[config.mk]
export PLATFORM = sky130hd
export DESIGN_NAME = exception_ctrl
export DESIGN_NICKNAME = d
export VERILOG_FILES = /design/src/rtl/exception_ctrl.sv
export SDC_FILE = /design/constraint.sdc
export NUM_CORES = 1
export LEC_CHECK = 0
export ABC_AREA = 0
export BUFFER_PORTS_ARGS = -buffer_cell sky130_fd_sc_hd__buf_2
export CAP_MARGIN = 20
export CORE_MARGIN = 5
export CORE_UTILIZATION = 45
export DETAILED_ROUTE_END_ITERATION = 8
export PLACE_DENSITY = 0.85
export REMOVE_ABC_BUFFERS = 1
export SETUP_SLACK_MARGIN = 0.02
export SLEW_MARGIN = 20
export SYNTH_ARGS = -nofsm -noshare
export SYNTH_HDL_FRONTEND = slang
export SYNTH_SLANG_ARGS = --single-unit
[constraint.sdc]
create_clock -name clk -period 2.6 [get_ports clk]
set_clock_uncertainty 0.1 [all_clocks]
set_input_delay 0.52 -clock clk [delete_from_list [all_inputs] [get_ports clk]]
set_output_delay 0.52 -clock clk [all_outputs]
set_load 0.005 [all_outputs]
[src/rtl/exception_ctrl.sv]
// Exception/interrupt sequencer for the single-issue LEGv8 core: owns ELR/ESR/EMode,
// redirects fetch on entry and return, drains younger stages and acknowledges IRQs.
module exception_ctrl #(
  parameter int             N            = 64,
  parameter logic [N-1:0]   VECTOR       = 'hD8,
  parameter int             FLUSH_CYCLES = 3
) (
  input  logic         clk,
  input  logic         reset,
  input  logic         valid,
  input  logic [N-1:0] pc_d,
  input  logic         NotAnInstr,
  input  logic         ERet,
  input  logic         ExtIRQ,
  output logic         ExtIAck,
  output logic         redirect,
  output logic [N-1:0] redirect_pc,
  output logic         flush,
  output logic [N-1:0] ELR,
  output logic [3:0]   ESR,
  output logic         EMode,
  output logic         halted
);

  localparam int            CW       = $clog2(FLUSH_CYCLES + 1);
  localparam logic [CW-1:0] CNT_LAST = CW'(FLUSH_CYCLES - 1);

  localparam logic [3:0] ESR_NONE  = 4'b0000;
  localparam logic [3:0] ESR_IRQ   = 4'b0001;
  localparam logic [3:0] ESR_UNDEF = 4'b0010;
  localparam logic [3:0] ESR_DFLT  = 4'b0011;

  typedef enum logic [2:0] {
    RUN       = 3'd0,
    FLUSH_IN  = 3'd1,
    HANDLER   = 3'd2,
    FLUSH_OUT = 3'd3,
    HALT      = 3'd4
  } state_t;

  state_t         r_state;
  logic [CW-1:0]  r_cnt;
  logic           r_ack;
  logic           r_redirect;
  logic [N-1:0]   r_redirect_pc;
  logic           r_flush;
  logic [N-1:0]   r_elr;
  logic [3:0]     r_esr;
  logic           r_emode;
  logic           r_halted;

  always_ff @(posedge clk) begin
    if (reset) begin
      r_state       <= RUN;
      r_cnt         <= '0;
      r_ack         <= 1'b0;
      r_redirect    <= 1'b0;
      r_redirect_pc <= '0;
      r_flush       <= 1'b0;
      r_elr         <= '0;
      r_esr         <= ESR_NONE;
      r_emode       <= 1'b0;
      r_halted      <= 1'b0;
    end else begin
      // NOTE: pulse outputs default low every cycle, so any set below lasts exactly one cycle.
      r_ack         <= 1'b0;
      r_redirect    <= 1'b0;
      r_redirect_pc <= '0;

      case (r_state)
        RUN: begin
          // A synchronous fault outranks the IRQ; the IRQ stays pending (no ack).
          if (valid && (NotAnInstr || ERet)) begin
            r_elr         <= pc_d;
            r_esr         <= ESR_UNDEF;
            r_redirect    <= 1'b1;
            r_redirect_pc <= VECTOR;
            r_flush       <= 1'b1;
            r_cnt         <= '0;
            r_state       <= FLUSH_IN;
          end else if (valid && ExtIRQ) begin
            r_elr         <= pc_d;
            r_esr         <= ESR_IRQ;
            r_ack         <= 1'b1;
            r_redirect    <= 1'b1;
            r_redirect_pc <= VECTOR;
            r_flush       <= 1'b1;
            r_cnt         <= '0;
            r_state       <= FLUSH_IN;
          end
        end

        FLUSH_IN: begin
          if (r_cnt == CNT_LAST) begin
            r_flush <= 1'b0;
            r_emode <= 1'b1;
            r_cnt   <= '0;
            r_state <= HANDLER;
          end else begin
            r_cnt <= r_cnt + CW'(1);
          end
        end

        HANDLER: begin
          if (valid && ERet) begin
            r_redirect    <= 1'b1;
            r_redirect_pc <= r_elr;
            r_flush       <= 1'b1;
            r_cnt         <= '0;
            r_state       <= FLUSH_OUT;
          end else if (valid && NotAnInstr) begin
            r_esr    <= ESR_DFLT;
            r_flush  <= 1'b1;
            r_halted <= 1'b1;
            r_state  <= HALT;
          end
        end

        FLUSH_OUT: begin
          if (r_cnt == CNT_LAST) begin
            r_flush <= 1'b0;
            r_emode <= 1'b0;
            r_cnt   <= '0;
            r_state <= RUN;
          end else begin
            r_cnt <= r_cnt + CW'(1);
          end
        end

        HALT: begin
          r_flush  <= 1'b1;
          r_halted <= 1'b1;
        end

        default: r_state <= RUN;
      endcase
    end
  end

  assign ExtIAck     = r_ack;
  assign redirect    = r_redirect;
  assign redirect_pc = r_redirect_pc;
  assign flush       = r_flush;
  assign ELR         = r_elr;
  assign ESR         = r_esr;
  assign EMode       = r_emode;
  assign halted      = r_halted;

endmodule

==> Yosys cells after proc, flatten, opt, wreduce, memory -nomap -nowiden <==
Index checks and enable logic that the tools add are counted.
{ "op_classes": {"mux": 37, "eq_ne": 13, "addsub": 1, "n_bitwise": 2, "reduce_logical": 21} }
{ "ops": {"columns": ["operator", "n"], "rows": [
  ["64-bit two-way mux", 3],
  ["64-bit one-hot mux with 2 select lines", 1],
  ["3-bit two-way mux", 6],
  ["4-bit two-way mux", 4],
  ["8-bit two-way mux", 2],
  ["3-bit one-hot mux with 5 select lines", 1],
  ["1-bit two-way mux", 10],
  ["2-bit inequality test (second input constant)", 5],
  ["3-bit AND reduction", 3],
  ["2-bit two-way mux", 4],
  ["4-bit one-hot mux with 2 select lines", 1],
  ["4-bit AND reduction", 2],
  ["2-bit nonzero test", 4],
  ["3-bit by 2-bit equality test with 1-bit output (second input constant)", 2],
  ["3-bit inequality test (second input constant)", 2],
  ["1-bit one-hot mux with 2 select lines", 3],
  ["2-bit one-hot mux with 3 select lines", 1],
  ["5-bit AND reduction", 1],
  ["1-bit logical AND", 4],
  ["1-bit one-hot mux with 4 select lines", 1],
  ["4-bit nonzero test", 1],
  ["3-bit by 1-bit equality test with 1-bit output (second input constant)", 1],
  ["3-bit equality test (second input constant)", 1],
  ["3-bit logical NOT", 1],
  ["9 further kinds", 10]
]} }
{ "word_totals": {"out_inout_bits": 137, "regBits": 142, "word_cells": 84, "inputBits": 70} }

==> Depth between registers and ports, before layout <==
Gate-level depths: netlist of run 1.
{ "depth": {"word_depth": 4, "mapped_depth": 7} }

==> Worst setup path before layout of run 1 <==
OpenSTA, ideal clock, no wires.
{ "synth_path": {"path_kind": "input port to flip-flop", "start": "input valid", "end": "register r_elr[10] (netlist: ELR[10])", "slack_ns": 0.725, "cell_stages": 6, "required_time_ns": 2.368, "arrival_time_ns": 1.643, "cell_sequence": "or3b_4 -> or3_1 -> buf_6 -> buf_6 -> nand2_2 -> a21oi_1"} }
{ "synth_via": {"elab_chain_cells": 3, "word_cells_on_any_way": 5, "classes_between": "mux (1); reduce/logical (4)"} }
{ "synth_lines": {"columns": ["item", "line_no", "source"], "rows": [
  ["start, declared", "10", "input logic valid,"],
  ["1-bit logical AND (on tied branches)", "73, 81", null],
  ["2-bit nonzero test (no line)", null, null],
  ["2-bit AND reduction (no line)", null, null],
  ["end signal, assigned", "74", "r_elr <= pc_d;"],
  ["end signal, assigned", "82", "r_elr <= pc_d;"],
  ["end, declared", "47", "logic [N-1:0] r_elr;"]
]} }
Parallel ways exist; a longest one is shown, timed or not.
A chain may end at the register's enable or synchronous reset.

==> Final worst setup path of run 1 <==
{ "layout_path": {"start": "register r_state[0]", "end": "register r_elr[29] (netlist: ELR[29])"} }
{ "layout_via": {"elab_chain_cells": 2} }
{ "layout_lines": {"columns": ["item", "line_no", "source"], "rows": [
  ["start, declared", "41", "state_t r_state;"],
  ["start signal, assigned", "54", "r_state <= RUN;"],
  ["start signal, assigned", "80", "r_state <= FLUSH_IN;"],
  ["start signal, assigned", "89", "r_state <= FLUSH_IN;"],
  ["3-bit logical NOT", "70", "case (r_state)"],
  ["2-bit AND reduction (no line)", null, null]
]} }
No other way between the ends.

==> impl_metrics.yaml, run 1 <==
status:
  status: "complete, no violations"
finish:
  final_cell_mix: "buf_2 (204), dfxtp_1 (140), nand2_1 (110), a21oi_1 (71), and2_1 (60)"
  drive_gt1_frac: 0.379
  finish.utilization: 0.615
  nFillCells: 867
  n_antenna_cell: 0
  area_delta_synth_final_pct: 35.4
  final_nets: 758
  layout_commonest_cell: "buf_2"
floorplanning:
  rows: 37
  start_util: 0.454
  num_io_pins: 207
  die_y_um: 111
  dieArea_mm2: 0.0124
  core_area_mm2: 0.0102
  die_w_um: 111
cts:
  htreeDepth: 4
  tritoncts: "yes"
  cts_made_buffers: 17
  clk_path_buf_depth: 2
  cts.repair.resized: 0
  cts_sinks: 140
  cts_hold_buf: 0
  post-cts-setup-buffer-count: 0
  clk_latency_ns: 0.50
  clockRootBuffer: "clkbuf_8"
  path_clk_slew_ns: 0.06
placed_design:
  routabilityCongestion: 0.857
  portBuffers: 204
  dp_hpwl_um: 8350
  post-place-ws_ns: 0.374
route:
  wl_per_cell_um: 13.7
  finalWirelength_um: 11500
  via_per_inst: 4.75
  firstDrtPassIters: 4
  remaining_drc_errors: 0
  ant_nets: 0
  drtIter0Drc: 160
  vias: 3973
yosys:
  syn_inst: 491
  syn_area_per_cell_um2: 9.43
  synth_compound_area_frac: 0.111
  synth_xor_area_frac: 0
  synth.cell_area_mm2: 0.00463
  synth_fa_ha_area_frac: 0
  ys_ff_latch: 140
  synth_top_family_by_area: "simple AND/OR/NAND/NOR gates"
  ys_types: 34
  synth_mux_area_frac: 0
  yosys.area_share.simple: 0.241
  seq_area_frac_synth: 0.606
  yosys_warnings: 0
global_routing:
  grt_pass1_vias: 3913
  grt_usage: 0.186
  antenna_found_initial: 0
  grt_max_degree: 61
  grt_overflow: 0
  grt_pass1_wl_um: 19200
timing:
  max_freq_mhz: 482
  post-route-period-util: 0.797
  maxSlewViolCount: 0
  slew_headroom: 0.488
  setup_viol: 0
  period_needed_ns: 2.07
  hold_ws_ns: 0.145
  final-hold-violation-count: 0
  worstMarginPinSlew_ns: 0.760
  fin_ws_ns: 0.527
  rsz0062_at_grt: "false"
  fin_tns_setup_ns: 0
critical_path:
  r2r_cells: 5
  critPathMaxFanout: 34
  slowest_stage: "or3b_4"
  start_kind: "flip-flop"
  crit_path_cell_trace: "or3b_4 > or3_2 > buf_4 > nand2_1 > a21oi_1"
  path_class: "flip-flop to flip-flop"
  crit_path_end_kind: "flip-flop"
  cp_slowest_stage_delay_ns: 0.48
  cp.required_ns: 2.86
  critPathArrivalTime_ns: 2.33
pwr:
  p_leak_nw: 2.98
  p_per_area_mw_per_mm2: 828
  irDropWorstVdd_v: 0.000478
min_path:
  hp-class: "input port to flip-flop"
  hold_depth: 2
run:
  maxCapViolations: 0
==> flip-flops by register name, indices dropped and copies added, names as in the netlist <==
name / flops
flush: 1
r_cnt: 2
ELR: 64
halted: 1
r_state: 3
redirect: 1
redirect_pc: 64
EMode: 1
ExtIAck: 1
ESR: 2
==> metal layers <==
| layer | vias to the layer above | GRT usage | wire length, um |
|---|---|---|---|
| li1 | 1981 | - | - |
| met1 | 1808 | 0.217 | 4680 |
| met2 | 164 | 0.323 | 5790 |
| met3 | 20 | 0.0609 | 806 |
| met4 | 0 | 0.0600 | 210 |
| met5 | - | 0 | 0 |
==> cell type report <==
type | count | area (um^2) | share of cell area
sequential | 140 | 2800 | 0.447
tap | 136 | 170 | 0.0271
clock buffer | 21 | 449 | 0.0717
multi-input combinational | 318 | 1640 | 0.261
timing repair buffer | 211 | 1070 | 0.171
clock inverter | 11 | 135 | 0.0216
==> per-stage QoR <==
| stage | power (mW) | area, um^2 | instances |
|---|---|---|---|
| after floorplan | 2.64 | 4440 | 458 |
| after global placement | 2.89 | 5680 | 805 |
| after detailed placement | 2.92 | 5680 | 805 |
| after CTS | 5.26 | 6270 | 837 |
| after global routing | 5.44 | 6270 | 837 |
| final | 5.19 | 6270 | 837 |
==> worst max-delay path: cells and delay by family (launching register included) <==
| family | cells | cell delay [ns] |
|---|---|---|
| compound gates | 1 | 0.07 |
| buf+inv | 1 | 0.27 |
| flops | 1 | 0.43 |
| simple gates | 3 | 1.04 |
==> report_power, final <==
group	internal, mW	switching (mW)	total (mW)
clock	1.43	0.888	2.32
combinational	0.220	0.297	0.516
sequential	2.26	0.0943	2.35
==> path summary, 6_finish.rpt <==
check | from | end | slack [ns]
worst max-delay path | r_state[0] | ELR[29] | 0.53
worst min register to register | ELR[18] | ELR[18] | 0.36
worst min-delay path | reset | halted | 0.15
worst max register to register | r_state[0] | ELR[29] | 0.53
==> cell usage after synthesis <==
library cell,count,share of area
conb_1,1,0.00081
and4_1,2,0.0038
a2111oi_0,1,0.0019
nand2_2,20,0.027
o211ai_1,1,0.0016
or3b_4,1,0.0024
or2_2,1,0.0014
o21ai_0,4,0.0043
nand2b_1,4,0.0054
buf_4,4,0.0065
o22ai_1,2,0.0027
a21oi_1,71,0.077
a31oi_1,1,0.0014
nor4_1,1,0.0014
nor3_1,4,0.0043
nor2b_1,4,0.0054
o21a_1,6,0.0097
buf_6,6,0.015
a22oi_1,1,0.0016
clkbuf_1,20,0.016
a211oi_1,2,0.0032
nand3_1,1,0.0011
buf_2,4,0.0043
o31a_1,1,0.0019
o21bai_1,1,0.0016
nand3b_1,3,0.0049
nor3_4,1,0.0035
or3_1,3,0.0041
and2_1,60,0.081
o21ba_2,1,0.0022
dfxtp_1,140,0.61
nor2_1,8,0.0065
nand2_1,110,0.089
o31ai_1,1,0.0016
==> cell families after synthesis <==
family / after synthesis
AOI/OAI and AO/OA: 93
buffers and inverters: 34
DFF: 140
other: 1
and+or+nand+nor: 223
Power figures use the tool's default switching activity.
==> run 2, diff against run 1 <==
clock period = 2.1 ns   (was 2.6 ns; I/O delays follow)
==> impl_metrics.yaml, run 2 (synthesized netlist as in run 1, its figures left out) <==
status:
  status: "complete, no violations"
critical_path:
  cp.required_ns: 2.36
  critPathArrivalTime_ns: 2.07
  critPathMaxFanout: 34
  crit_path_end_kind: "flip-flop"
  path_class: "flip-flop to flip-flop"
  start_kind: "flip-flop"
cts:
  clockRootBuffer: "clkbuf_8"
  post-cts-setup-buffer-count: 0
  clk_path_buf_depth: 2
  cts_sinks: 140
  path_clk_slew_ns: 0.06
  cts_hold_buf: 0
  tritoncts: "yes"
  cts_made_buffers: 17
  clk_latency_ns: 0.49
  htreeDepth: 4
  cts.repair.resized: 0
finish:
  drive_gt1_frac: 0.387
  finish.utilization: 0.629
  layout_commonest_cell: "buf_2"
  nFillCells: 837
  n_antenna_cell: 0
  area_delta_synth_final_pct: 38.4
  final_cell_mix: "buf_2 (204), dfxtp_1 (140), nand2_1 (110), a21oi_1 (71), and2_1 (60)"
  instances_no_fill: 841
  final_nets: 762
floorplanning:
  num_io_pins: 207
  start_util: 0.454
  core_area_mm2: 0.0102
  die_w_um: 111
  dieArea_mm2: 0.0124
  die_y_um: 111
  rows: 37
pwr:
  p_switching_mw: 1.59
  p_seq_frac: 0.435
  irDropWorstVdd_v: 0.000495
  combPwrFrac: 0.106
  internal_power_mw: 5.07
  p_leak_nw: 3.05
  p_total_mw: 6.66
  clockPowerShare: 0.459
  swShare: 0.238
  p_per_area_mw_per_mm2: 1040
timing:
  setup_viol: 0
  final-hold-violation-count: 0
  post-route-period-util: 0.861
  max_freq_mhz: 553
  period_needed_ns: 1.81
  slew_headroom: 0.623
  hold_ws_ns: 0.0607
  maxSlewViolCount: 0
  rsz0062_at_grt: "false"
  fin_ws_ns: 0.293
  worstMarginPinSlew_ns: 0.560
route:
  vias: 3962
  wl_per_cell_um: 13.7
  ant_nets: 0
  firstDrtPassIters: 5
  finalWirelength_um: 11500
  remaining_drc_errors: 0
  drtIter0Drc: 230
  via_per_inst: 4.71
placed_design:
  portBuffers: 204
  post-place-ws_ns: 0.124
  dp.cells: 809
  routabilityCongestion: 0.869
  dp_hpwl_um: 8450
global_routing:
  grt.met2_usage: 0.326
  globalRoute.busiestLayer: "met2"
  use_met3: 0.0500
  met1_usage: 0.220
  antenna_found_initial: 0
  grt_pass1_wl_um: 18800
  grt_usage: 0.185
  grt_pass1_vias: 3906
  grt_overflow: 0
  grt_max_degree: 61
run:
  maxCapViolations: 0
min_path:
  hp-class: "input port to flip-flop"
[run 2: cell count changes in the layout (fill, tap and decap cells not counted)]
cell and change:
nor4_2 +1, clkbuf_8 -1, buf_4 -1, nor4_1 -1
clkbuf_1 -2, buf_12 +5, inv_6 -2, clkinv_2 +3
bufinv_16 +2
[run 2: critical path: stages (launching register included)]
cell     delay, ns
dfxtp_1       0.32
or3b_4        0.39
or3_2         0.49
buf_12        0.20
nand2_1       0.09
a21oi_1       0.07
[run 2: final timing paths]
check | cells after the start | endpoint | slack, ns | startpoint
setup / recovery | 5 | ELR[25] | 0.29 | r_state[0]
hold / removal | 3 | ELR[52] | 0.06 | pc_d[52]
setup reg to reg | 5 | ELR[25] | 0.29 | r_state[0]
hold reg to reg | 2 | ELR[36] | 0.37 | ELR[36]
[run 2: metrics by stage]
stage | TNS, ns | cell area, um^2
6_report | 0 | 6400
3_3_place_gp | 0 | 5780
5_1_grt | 0 | 6400
3_5_place_dp | 0 | 5780
4_1_cts | 0 | 6400
2_1_floorplan | -32.67 | 4440
[run 2: power groups by stage]
stage | logic, mW | clock network, mW | registers [mW]
6_report | 0.705 | 3.06 | 2.90
5_1_grt | 0.799 | 3.26 | 2.92
4_1_cts | 0.710 | 3.13 | 2.90
3_5_place_dp | 0.708 | 0 | 2.96
3_3_place_gp | 0.685 | 0 | 2.94
2_1_floorplan | 0.312 | 0 | 2.96
[run 2: final cells by class]
cell class / instances / area, um^2 / share of cell area
clock inverters: 14 / 193 / 0.0301
clock buffers: 18 / 428 / 0.0668
well taps: 136 / 170 / 0.0266
multi-input cells: 318 / 1640 / 0.257
repair buffers: 215 / 1170 / 0.182
flip-flops and latches: 140 / 2800 / 0.438
[run 2: per-layer routing]
layer  part of all wire  vias to the layer above
li1                   -                     1985
met1               0.41                     1822
met2               0.52                      145
met3              0.061                       10
met4             0.0095                        0
met5                  0                        -
